[src/rtl/uart_pkg.sv]
// Shared UART definitions: receiver FSM states, parity encodings and default oversampling.
package uart_pkg;

    localparam int unsigned OVERSAMPLE_DEFAULT = 16;

    localparam logic [1:0] PARITY_NONE0 = 2'b00;
    localparam logic [1:0] PARITY_ODD   = 2'b01;
    localparam logic [1:0] PARITY_EVEN  = 2'b10;
    localparam logic [1:0] PARITY_NONE1 = 2'b11;

    typedef enum logic [2:0] {
        StIdle,
        StStart,
        StData,
        StParity,
        StStop,
        StDone
    } rx_state_e;

    function automatic logic parity_enabled(input logic [1:0] parity_type);
        return (parity_type == PARITY_ODD) || (parity_type == PARITY_EVEN);
    endfunction

endpackage

[src/rtl/uart_rx_sync.sv]
// Multi-flop synchronizer for the asynchronous serial line; resets to the idle level (1).
module uart_rx_sync #(
    parameter int unsigned SYNC_STAGES = 2
) (
    input  logic i_clock,
    input  logic i_rst,
    input  logic i_async,
    output logic o_sync
);

    logic [SYNC_STAGES-1:0] r_sync;

    always_ff @(posedge i_clock) begin
        if (!i_rst) begin
            r_sync <= '1;
        end else begin
            r_sync <= (r_sync << 1) | SYNC_STAGES'(i_async);
        end
    end

    assign o_sync = r_sync[SYNC_STAGES-1];

endmodule

[src/rtl/uart_rx.sv]
// UART receiver: oversampled start/data/parity/stop recovery with one-cycle valid and error flags.
module uart_rx
    import uart_pkg::*;
#(
    parameter int unsigned OVERSAMPLE  = OVERSAMPLE_DEFAULT,
    parameter int unsigned SYNC_STAGES = 2
) (
    input  logic       i_clock,
    input  logic       i_rst,
    input  logic       i_baud_tick,
    input  logic       i_rx_in,
    input  logic [1:0] i_parity_type,
    input  logic       i_stop_bits,
    input  logic       i_data_length,
    output logic [7:0] o_data_out,
    output logic       o_data_valid,
    output logic       o_parity_error,
    output logic       o_frame_error,
    output logic       o_rx_active,
    output logic       o_rx_done
);

    localparam int unsigned TW = $clog2(OVERSAMPLE);
    localparam logic [TW-1:0] TICK_MID  = TW'(OVERSAMPLE / 2 - 1);
    localparam logic [TW-1:0] TICK_LAST = TW'(OVERSAMPLE - 1);

    rx_state_e r_state;
    rx_state_e w_state_d;

    logic          w_rx;
    logic [TW-1:0] r_tick;
    logic [TW-1:0] w_tick_inc;
    logic          w_sample;
    logic [2:0]    r_bit;
    logic          w_last_data;
    logic          w_last_stop;
    logic [7:0]    r_shift;
    logic [7:0]    w_data_bits;
    logic          w_par_bad;
    logic          w_start_entry;
    logic          w_done_entry;

    logic [1:0]    r_cfg_parity;
    logic          r_cfg_stop;
    logic          r_cfg_len;
    logic          r_perr;
    logic          r_ferr;

    logic [7:0]    r_data_out;
    logic          r_parity_error;
    logic          r_frame_error;

    uart_rx_sync #(
        .SYNC_STAGES(SYNC_STAGES)
    ) u_sync (
        .i_clock(i_clock),
        .i_rst  (i_rst),
        .i_async(i_rx_in),
        .o_sync (w_rx)
    );

    // The tick value is judged after its increment, so the detecting tick counts as 0.
    assign w_tick_inc  = (r_tick == TICK_LAST) ? '0 : r_tick + 1'b1;
    assign w_sample    = i_baud_tick && (w_tick_inc == TICK_MID);
    assign w_last_data = (r_bit == (r_cfg_len ? 3'd7 : 3'd6));
    assign w_last_stop = !r_cfg_stop || (r_bit == 3'd1);
    assign w_data_bits = r_cfg_len ? r_shift : {1'b0, r_shift[7:1]};
    assign w_par_bad   = ((^w_data_bits) ^ w_rx) != (r_cfg_parity == PARITY_ODD);

    always_ff @(posedge i_clock) begin
        if (!i_rst) begin
            r_state <= StIdle;
        end else begin
            r_state <= w_state_d;
        end
    end

    always_comb begin
        w_state_d = r_state;
        unique case (r_state)
            StIdle: begin
                if (i_baud_tick && !w_rx) begin
                    w_state_d = StStart;
                end
            end
            StStart: begin
                if (w_sample) begin
                    w_state_d = w_rx ? StIdle : StData;
                end
            end
            StData: begin
                if (w_sample && w_last_data) begin
                    w_state_d = parity_enabled(r_cfg_parity) ? StParity : StStop;
                end
            end
            StParity: begin
                if (w_sample) begin
                    w_state_d = StStop;
                end
            end
            StStop: begin
                if (w_sample && w_last_stop) begin
                    w_state_d = StDone;
                end
            end
            StDone:  w_state_d = StIdle;
            default: w_state_d = StIdle;
        endcase
    end

    assign w_start_entry = (r_state == StIdle) && (w_state_d == StStart);
    assign w_done_entry  = (r_state == StStop) && (w_state_d == StDone);

    always_ff @(posedge i_clock) begin
        if (!i_rst) begin
            r_tick         <= '0;
            r_bit          <= '0;
            r_shift        <= '0;
            r_cfg_parity   <= PARITY_NONE0;
            r_cfg_stop     <= 1'b0;
            r_cfg_len      <= 1'b1;
            r_perr         <= 1'b0;
            r_ferr         <= 1'b0;
            r_data_out     <= '0;
            r_parity_error <= 1'b0;
            r_frame_error  <= 1'b0;
        end else begin
            if (i_baud_tick) begin
                r_tick <= (r_state == StIdle) ? '0 : w_tick_inc;
            end
            if (w_start_entry) begin
                r_cfg_parity   <= i_parity_type;
                r_cfg_stop     <= i_stop_bits;
                r_cfg_len      <= i_data_length;
                r_bit          <= '0;
                r_perr         <= 1'b0;
                r_ferr         <= 1'b0;
                r_parity_error <= 1'b0;
                r_frame_error  <= 1'b0;
            end
            if (w_sample) begin
                unique case (r_state)
                    StData: begin
                        r_shift <= {w_rx, r_shift[7:1]};
                        r_bit   <= w_last_data ? 3'd0 : r_bit + 3'd1;
                    end
                    StParity: r_perr <= w_par_bad;
                    StStop: begin
                        r_ferr <= r_ferr | !w_rx;
                        r_bit  <= (r_bit == 3'd7) ? r_bit : r_bit + 3'd1;
                    end
                    default: ;
                endcase
            end
            // Results include the final stop sample, which is taken in this same cycle.
            if (w_done_entry) begin
                r_data_out     <= w_data_bits;
                r_parity_error <= r_perr;
                r_frame_error  <= r_ferr | !w_rx;
            end
        end
    end

    assign o_data_out     = r_data_out;
    assign o_parity_error = r_parity_error;
    assign o_frame_error  = r_frame_error;
    assign o_data_valid   = (r_state == StDone);
    assign o_rx_active    = (r_state == StStart) || (r_state == StData) ||
                            (r_state == StParity) || (r_state == StStop);
    assign o_rx_done      = !o_rx_active;

endmodule

[config.mk]
export PLATFORM = sky130hd
export DESIGN_NAME = uart_rx
export DESIGN_NICKNAME = d
export VERILOG_FILES = /design/src/rtl/uart_pkg.sv /design/src/rtl/uart_rx_sync.sv /design/src/rtl/uart_rx.sv
export SDC_FILE = /design/constraint.sdc
export NUM_CORES = 1
export LEC_CHECK = 0
export ABC_CLOCK_PERIOD_IN_PS = 2300
export CAP_MARGIN = 20
export CORE_MARGIN = 2
export CORE_UTILIZATION = 50
export CTS_CLUSTER_SIZE = 40
export DETAILED_ROUTE_END_ITERATION = 10
export GPL_ROUTABILITY_DRIVEN = 0
export GPL_TIMING_DRIVEN = 0
export PLACE_DENSITY = 0.73
export SYNTH_ARGS = -nofsm -noshare
export SYNTH_HDL_FRONTEND = slang
export SYNTH_SLANG_ARGS = --single-unit
[constraint.sdc]
create_clock -name i_clock -period 2.3 [get_ports i_clock]
set_input_delay 0.345 -clock i_clock [delete_from_list [all_inputs] [get_ports i_clock]]
set_output_delay 0.345 -clock i_clock [all_outputs]
set_load 0.05 [all_outputs]
## Word-level counts from Yosys, hierarchy flattened

Index checks and enable logic that the tools add are counted.

- Add/sub/neg operators: 2
- Equality and inequality tests: 16
- Multiplexer cells: 26
- Bitwise gates (word level): 3
- Reductions and logical operators: 18

Operators with widths:

| kind | number |
|---|---|
| two-way mux 3 bit | 10 |
| one-hot mux 3 bit (5 select lines) | 1 |
| equality test 3 bit, second input constant | 4 |
| two-way mux 1 bit | 10 |
| equality test 3 x 1 -> 1 bit, second input constant | 3 |
| two-way mux 4 bit | 2 |
| two-way mux 8 bit | 1 |
| parity 8 bit | 1 |
| equality test 3 x 2 -> 1 bit, second input constant | 2 |
| logical AND 1 bit | 6 |
| one-hot mux 3 bit (2 select lines) | 1 |
| logical OR 1 bit | 5 |
| adder 4 x 1 -> 4 bit, second input constant | 1 |
| equality test 4 x 3 -> 1 bit, second input constant | 1 |
| equality test 4 bit, second input constant | 1 |
| adder 3 x 1 -> 3 bit, second input constant | 1 |
| equality test 3 bit | 1 |
| logical NOT 1 bit | 3 |
| logical NOT 3 bit | 1 |
| inequality test 3 bit, second input constant | 1 |
| equality test 2 x 1 -> 1 bit, second input constant | 1 |
| equality test 2 bit, second input constant | 1 |
| two-way mux 2 bit | 1 |
| OR 2 x 1 -> 2 bit | 1 |
| 5 further kinds | 5 |

- Flip-flop bits (word level): 36
- Bits of input ports: 8

## Longest topological paths before layout

- Word-level depth: 12
- Gate-level depth with buffers: 8
- Mapped depth without buffers: 7

## Modules after synthesis

A second synthesis with hierarchy kept.

- Cell total of the unflattened synthesis: 202
- Area total of the unflattened synthesis: 1886.8 sq um

By module, submodules not included:

| module | times used | cells each | area each (sq um) | sequential area each (sq um) |
|---|---|---|---|---|
| uart_rx | 1 | 198 | 1834.3 | 680.7 |
| uart_rx_sync | 1 | 4 | 52.6 | 40.0 |

## Least setup slack after synthesis

No wires, ideal clock.

- Path kind: register to output
- Start: register r_state[0]
- End: output port o_rx_done
- Arrival: 1.578 ns
- Data required time: 1.955 ns
- Path slack: 0.377 ns
- Stages on the path, launching flop included: 5
- Path buffers: 1
- Cell sequence: dfxtp_1 clkbuf_1 or3_1 and2_1 inv_1

- Cells in the longest elaborated chain, start to end: 5
- Elaborated cells on any way between the ends: 8
- Those cells by class: eq/ne: 4; reduce/logical: 4

Ends and longest elaborated chain:

| what | RTL line | text |
|---|---|---|
| start, declared | uart_rx.sv:27 | `rx_state_e r_state;` |
| start signal, assigned | uart_rx.sv:72 | `r_state <= StIdle;` |
| start signal, assigned | uart_rx.sv:74 | `r_state <= w_state_d;` |
| equality test 3 x 1 -> 1 bit or equality test 3 x 2 -> 1 bit (tied branches) | uart_rx.sv:168 | `assign o_rx_active = (r_state == StStart) \|\| (r_state == StData) \|\|` |
| logical OR 1 bit (2 in series) | uart_rx.sv:168 |  |
| logical OR 1 bit (*) | uart_rx.sv:169 | `(r_state == StParity) \|\| (r_state == StStop);` |
| via o_rx_active | uart_rx.sv:19 | `output logic o_rx_active,` |
| logical NOT 1 bit (*) | uart_rx.sv:170 | `assign o_rx_done = !o_rx_active;` |
| end, declared | uart_rx.sv:20 | `output logic o_rx_done` |

Mark *: on every way through the listed nets, which the timed path passes. The rest lies on a longest branch.

## Worst setup path after layout

- Start: register r_state[0]
- End: output port o_rx_done

- Cells in the longest elaborated chain, start to end: 5
- Elaborated cells on any way between the ends: 8
- Those cells by class: eq/ne: 4; reduce/logical: 4

Ends and longest elaborated chain:

| what | RTL line |
|---|---|
| equality test 3 x 1 -> 1 bit or equality test 3 x 2 -> 1 bit (tied branches) | uart_rx.sv:168 |
| logical OR 1 bit (2 in series) | uart_rx.sv:168 |
| logical OR 1 bit (*) | uart_rx.sv:169 |
| logical NOT 1 bit (*) | uart_rx.sv:170 |

Every way passes the cells marked *; elsewhere a longest branch is shown, timed or not.

==> key figures <==
Worst setup path
  • CP delay by family, top: simple AND/OR/NAND/NOR gates
  • Crit-path max cell delay: 0.45 ns
  • Crit start category: register
  • FF-to-FF setup slack: 0.26 ns
  • CP max-delay cell: or3_1
  • CP max FO: 10
  • Worst Reg2Reg Path Length in Cells: 7
  • Req. time, crit path: about 2.0 ns
  • Crit. End Element: primary output
  • Worst path cell trace: clkbuf_1 > or3_1 > and2_1 > inv_1 > clkdlybuf4s15_2
  • Worst path arrival time: 1.82 ns
  • Buf+Inv Stages, Crit Path: 3
  • Crit Path Category: register to primary output
  • Reg-to-reg startpoint: r_tick[0]
  • Reg2reg end: o_data_out[5]

STA
  • Fin crit share: 94.1%
  • Hold WS: 0.394 ns
  • Layout Skew: 0.00393 ns
  • Worst-Margin Slew: approximately 0.62 ns
  • RSZ-0062 raised after global routing: no
  • Fmax: 462 MHz
  • Slew headroom: 58.3%
  • Pins over their slew limit: 0
  • Setup TNS: 0 ns
  • Final setup violation count: 0
  • Final min period: 2.17 ns
  • Final hold violation count: 0

Detailed routing
  • Avg WL per Cell: ~13 microns
  • DR vias/cell: 5.22
  • Met2 wire length: ~1700 microns
  • DRC Markers: 0
  • Max Used Layer: met4
  • Met3 Wirelength: roughly 130 microns
  • Drt initial violations: 84
  • M1 WL: 1730 microns
  • Post-DRT Antenna Nets: 0
  • Drt pass-1 iters: 4
  • Total number of vias: roughly 1500
  • DRT Wirelength: 3660 microns

Finish
  • Ant. Diodes: 0
  • Filler cell count: 347
  • Final Core Density: 61.5%
  • Layout cell share with drive strength beyond 1: approximately 11%
  • Layout Nets: 248
  • Area Growth Syn to Fin: 19.0%

Global routing
  • Overflow left after global routing: 0
  • First-pass GRT wire length: 6350 microns
  • Vias in the first global route: around 1400
  • GRT Util Overall: 19.7%
  • Largest net degree at the start of global routing: 12
  • Initial antenna violation count: 0

Synth
  • Synthesized cell area: 1880 sq um
  • Seq/Total Area, Yosys: 38.4%
  • Cells after synthesis: 208
  • Post-synthesis area per instance: 9.02 sq um
  • Flops & latches, synth: 36
  • Synth unique cells: 43
  • Yosys top cell by area: dfxtp_1
  • Synth Warn #: 0
  • Total nets after synthesis: approximately 220
  • Synth top area share: 38.4%
  • Synth top area cells: dfxtp_1 38%, mux2i_1 8.5%, nor2_1 4.4%

Worst hold path
  • WHS Path Cells: 2
  • Hold path startpoint: i_rst
  • Hold Crit Endpoint: r_cfg_len
  • Worst min path class: primary input to register

Clocking
  • Htree depth: 2
  • TritonCTS sink count: 36
  • Num CTS Buffers: 5
  • Post-CTS setup buffers: 0
  • Clk buf depth: 2
  • Clk_lat worst skew: a little under 0.3 ns
  • CTS Root Cell: clkbuf_8
  • CTS tree: done
  • Clock transition at path regs: 0.07 ns

Power and ir drop
  • Leak pwr: ~0.93 nW
  • Total power: 1.24 mW
  • Pwr dens: 553 nW/um^2
  • Worst VDD drop: 0.000392 V

Die
  • Die area: 4260 sq um
  • Placeable Area: 3630 sq um
  • # IOs: 21
  • Die boundary height: 65.3 microns
  • Rows: 22
  • Initial core utilization: 51.7%
  • Die W: 65.3 microns

Placed design
  • # port buffers: 19
  • Post-DP HPWL: between 2000 and 3000 microns

Outcome
  • Outcome: finished clean

Run
  • Max-cap violations: 0
worst max path at each step:
stage                     from  depth (start not counted)      endpoint  slack [ns]
CTS                 r_state[0]                          3  o_data_valid        0.02
detailed placement  r_state[0]                          5     o_rx_done        0.01
floorplan           r_state[0]                          4     o_rx_done        0.38
global placement    r_state[0]                          5     o_rx_done        0.02
finish              r_state[0]                          5     o_rx_done        0.13
global route        r_state[0]                          5     o_rx_done        0.02
layout by cell type, fill, tap and decap left out, drive strengths merged, types with 2 or more instances in the layout:
| cell | n |
|---|---|
| dfxtp | 36 |
| nor2 | 23 |
| nand2 | 18 |
| mux2i | 16 |
| clkdlybuf4s50 | 16 |
| a21oi | 14 |
| clkbuf | 13 |
| inv | 11 |
| o21ai | 9 |
| xnor2 | 8 |
| a211oi | 7 |
| xor2 | 6 |
| nand2b | 6 |
| ha | 6 |
| nand3 | 4 |
| nor3 | 4 |
| buf | 4 |
| a31oi | 3 |
| nand3b | 3 |
| and3 | 2 |
| or3 | 2 |
| and2 | 2 |
| nor3b | 2 |
| a311oi | 2 |
| and4 | 2 |
through the flow:
stage,worst slack [ns],instance area (sq um),cells
detailed placement,0.0124,2130,275
CTS,0.0236,2230,283
global route,0.0180,2230,283
floorplan,0.377,1880,208
global placement,0.0209,2130,275
finish,0.135,2230,283
cell type report:
type                       count  area, sq um  share of cell area, %
buffer                        10         55.1                   2.46
inverter                      11         41.3                   1.85
multi-input combinational    151         1060                   47.5
sequential                    36          721                   32.3
clock inverter                 2         35.0                   1.57
timing repair buffer          19          189                   8.46
clock buffer                   6         72.6                   3.25
tap                           48         60.1                   2.69
worst register-to-register path: stages (launching register included):
cell and delay, ns:
dfxtp_1 0.44, ha_1 0.29, inv_1 0.11, a311oi_4 0.40, and4_4 0.32, buf_6 0.14
nor2_2 0.05, a311oi_2 0.21
power by group:
group / switching [mW] / leakage [nW] / internal (mW)
logic: 0.0346 / 0.588 / 0.0235
registers: 0.00369 / 0.291 / 0.627
clock network: 0.225 / 0.0552 / 0.321
total: 0.264 / 0.934 / 0.972
registers in the layout (all words and copies together), names as in the netlist, 2 cells and up:
| name | cells |
|---|---|
| r_bit | 3 |
| r_shift | 8 |
| r_tick | 4 |
| o_data_out | 8 |
| u_sync.r_sync | 2 |
| r_state | 3 |
| r_cfg_parity | 2 |
cells in the mapped netlist, drive strengths merged:
cell type and count:
xnor2 8, xor2 6, o22ai 1, a21o 1
nor4 1, nand2b 6, or3 2, and4 2
dfxtp 36, and2 2, a2111oi 1, nor3b 2
a311oi 2, and3 2, a311o 1, and4b 1
nand4b 1, a31oi 3, nor2b 1, nand4 1
nor3 4, buf 4, o21a 1, inv 11
o21ai 9, o2111ai 1, nand2 18, nand3 4
o41ai 1, clkbuf 6, ha 6, a21oi 14
nand3b 3, mux2i 16, nor2 23, a211oi 7
what timing repair did:
| action | in CTS | in global routing |
|---|---|---|
| pin swaps | 0 | 0 |
| gates resized for setup | 4 | 3 |
| hold buffers | 0 | 0 |
| setup endpoints to repair | 2 | 2 |
layer usage:
metal  track usage [%]  vias to the layer above
met5                 0                        -
met4              6.25                        0
met3              6.68                        5
met2              33.8                       20
met1              22.9                      681
li1                  -                      772
kinds of logic (layout without fill, tap and decap cells):
logic type,after synthesis,in the layout,share of synthesized area (%)
simple gates,73,73,20.3
compound gates,42,42,17.1
flops,36,36,38.4
buf+inv,21,48,5.13
mux,16,16,8.53
xor+xnor,14,14,6.53
fa+ha+maj,6,6,4.00
(Power assumes the default switching activity.)
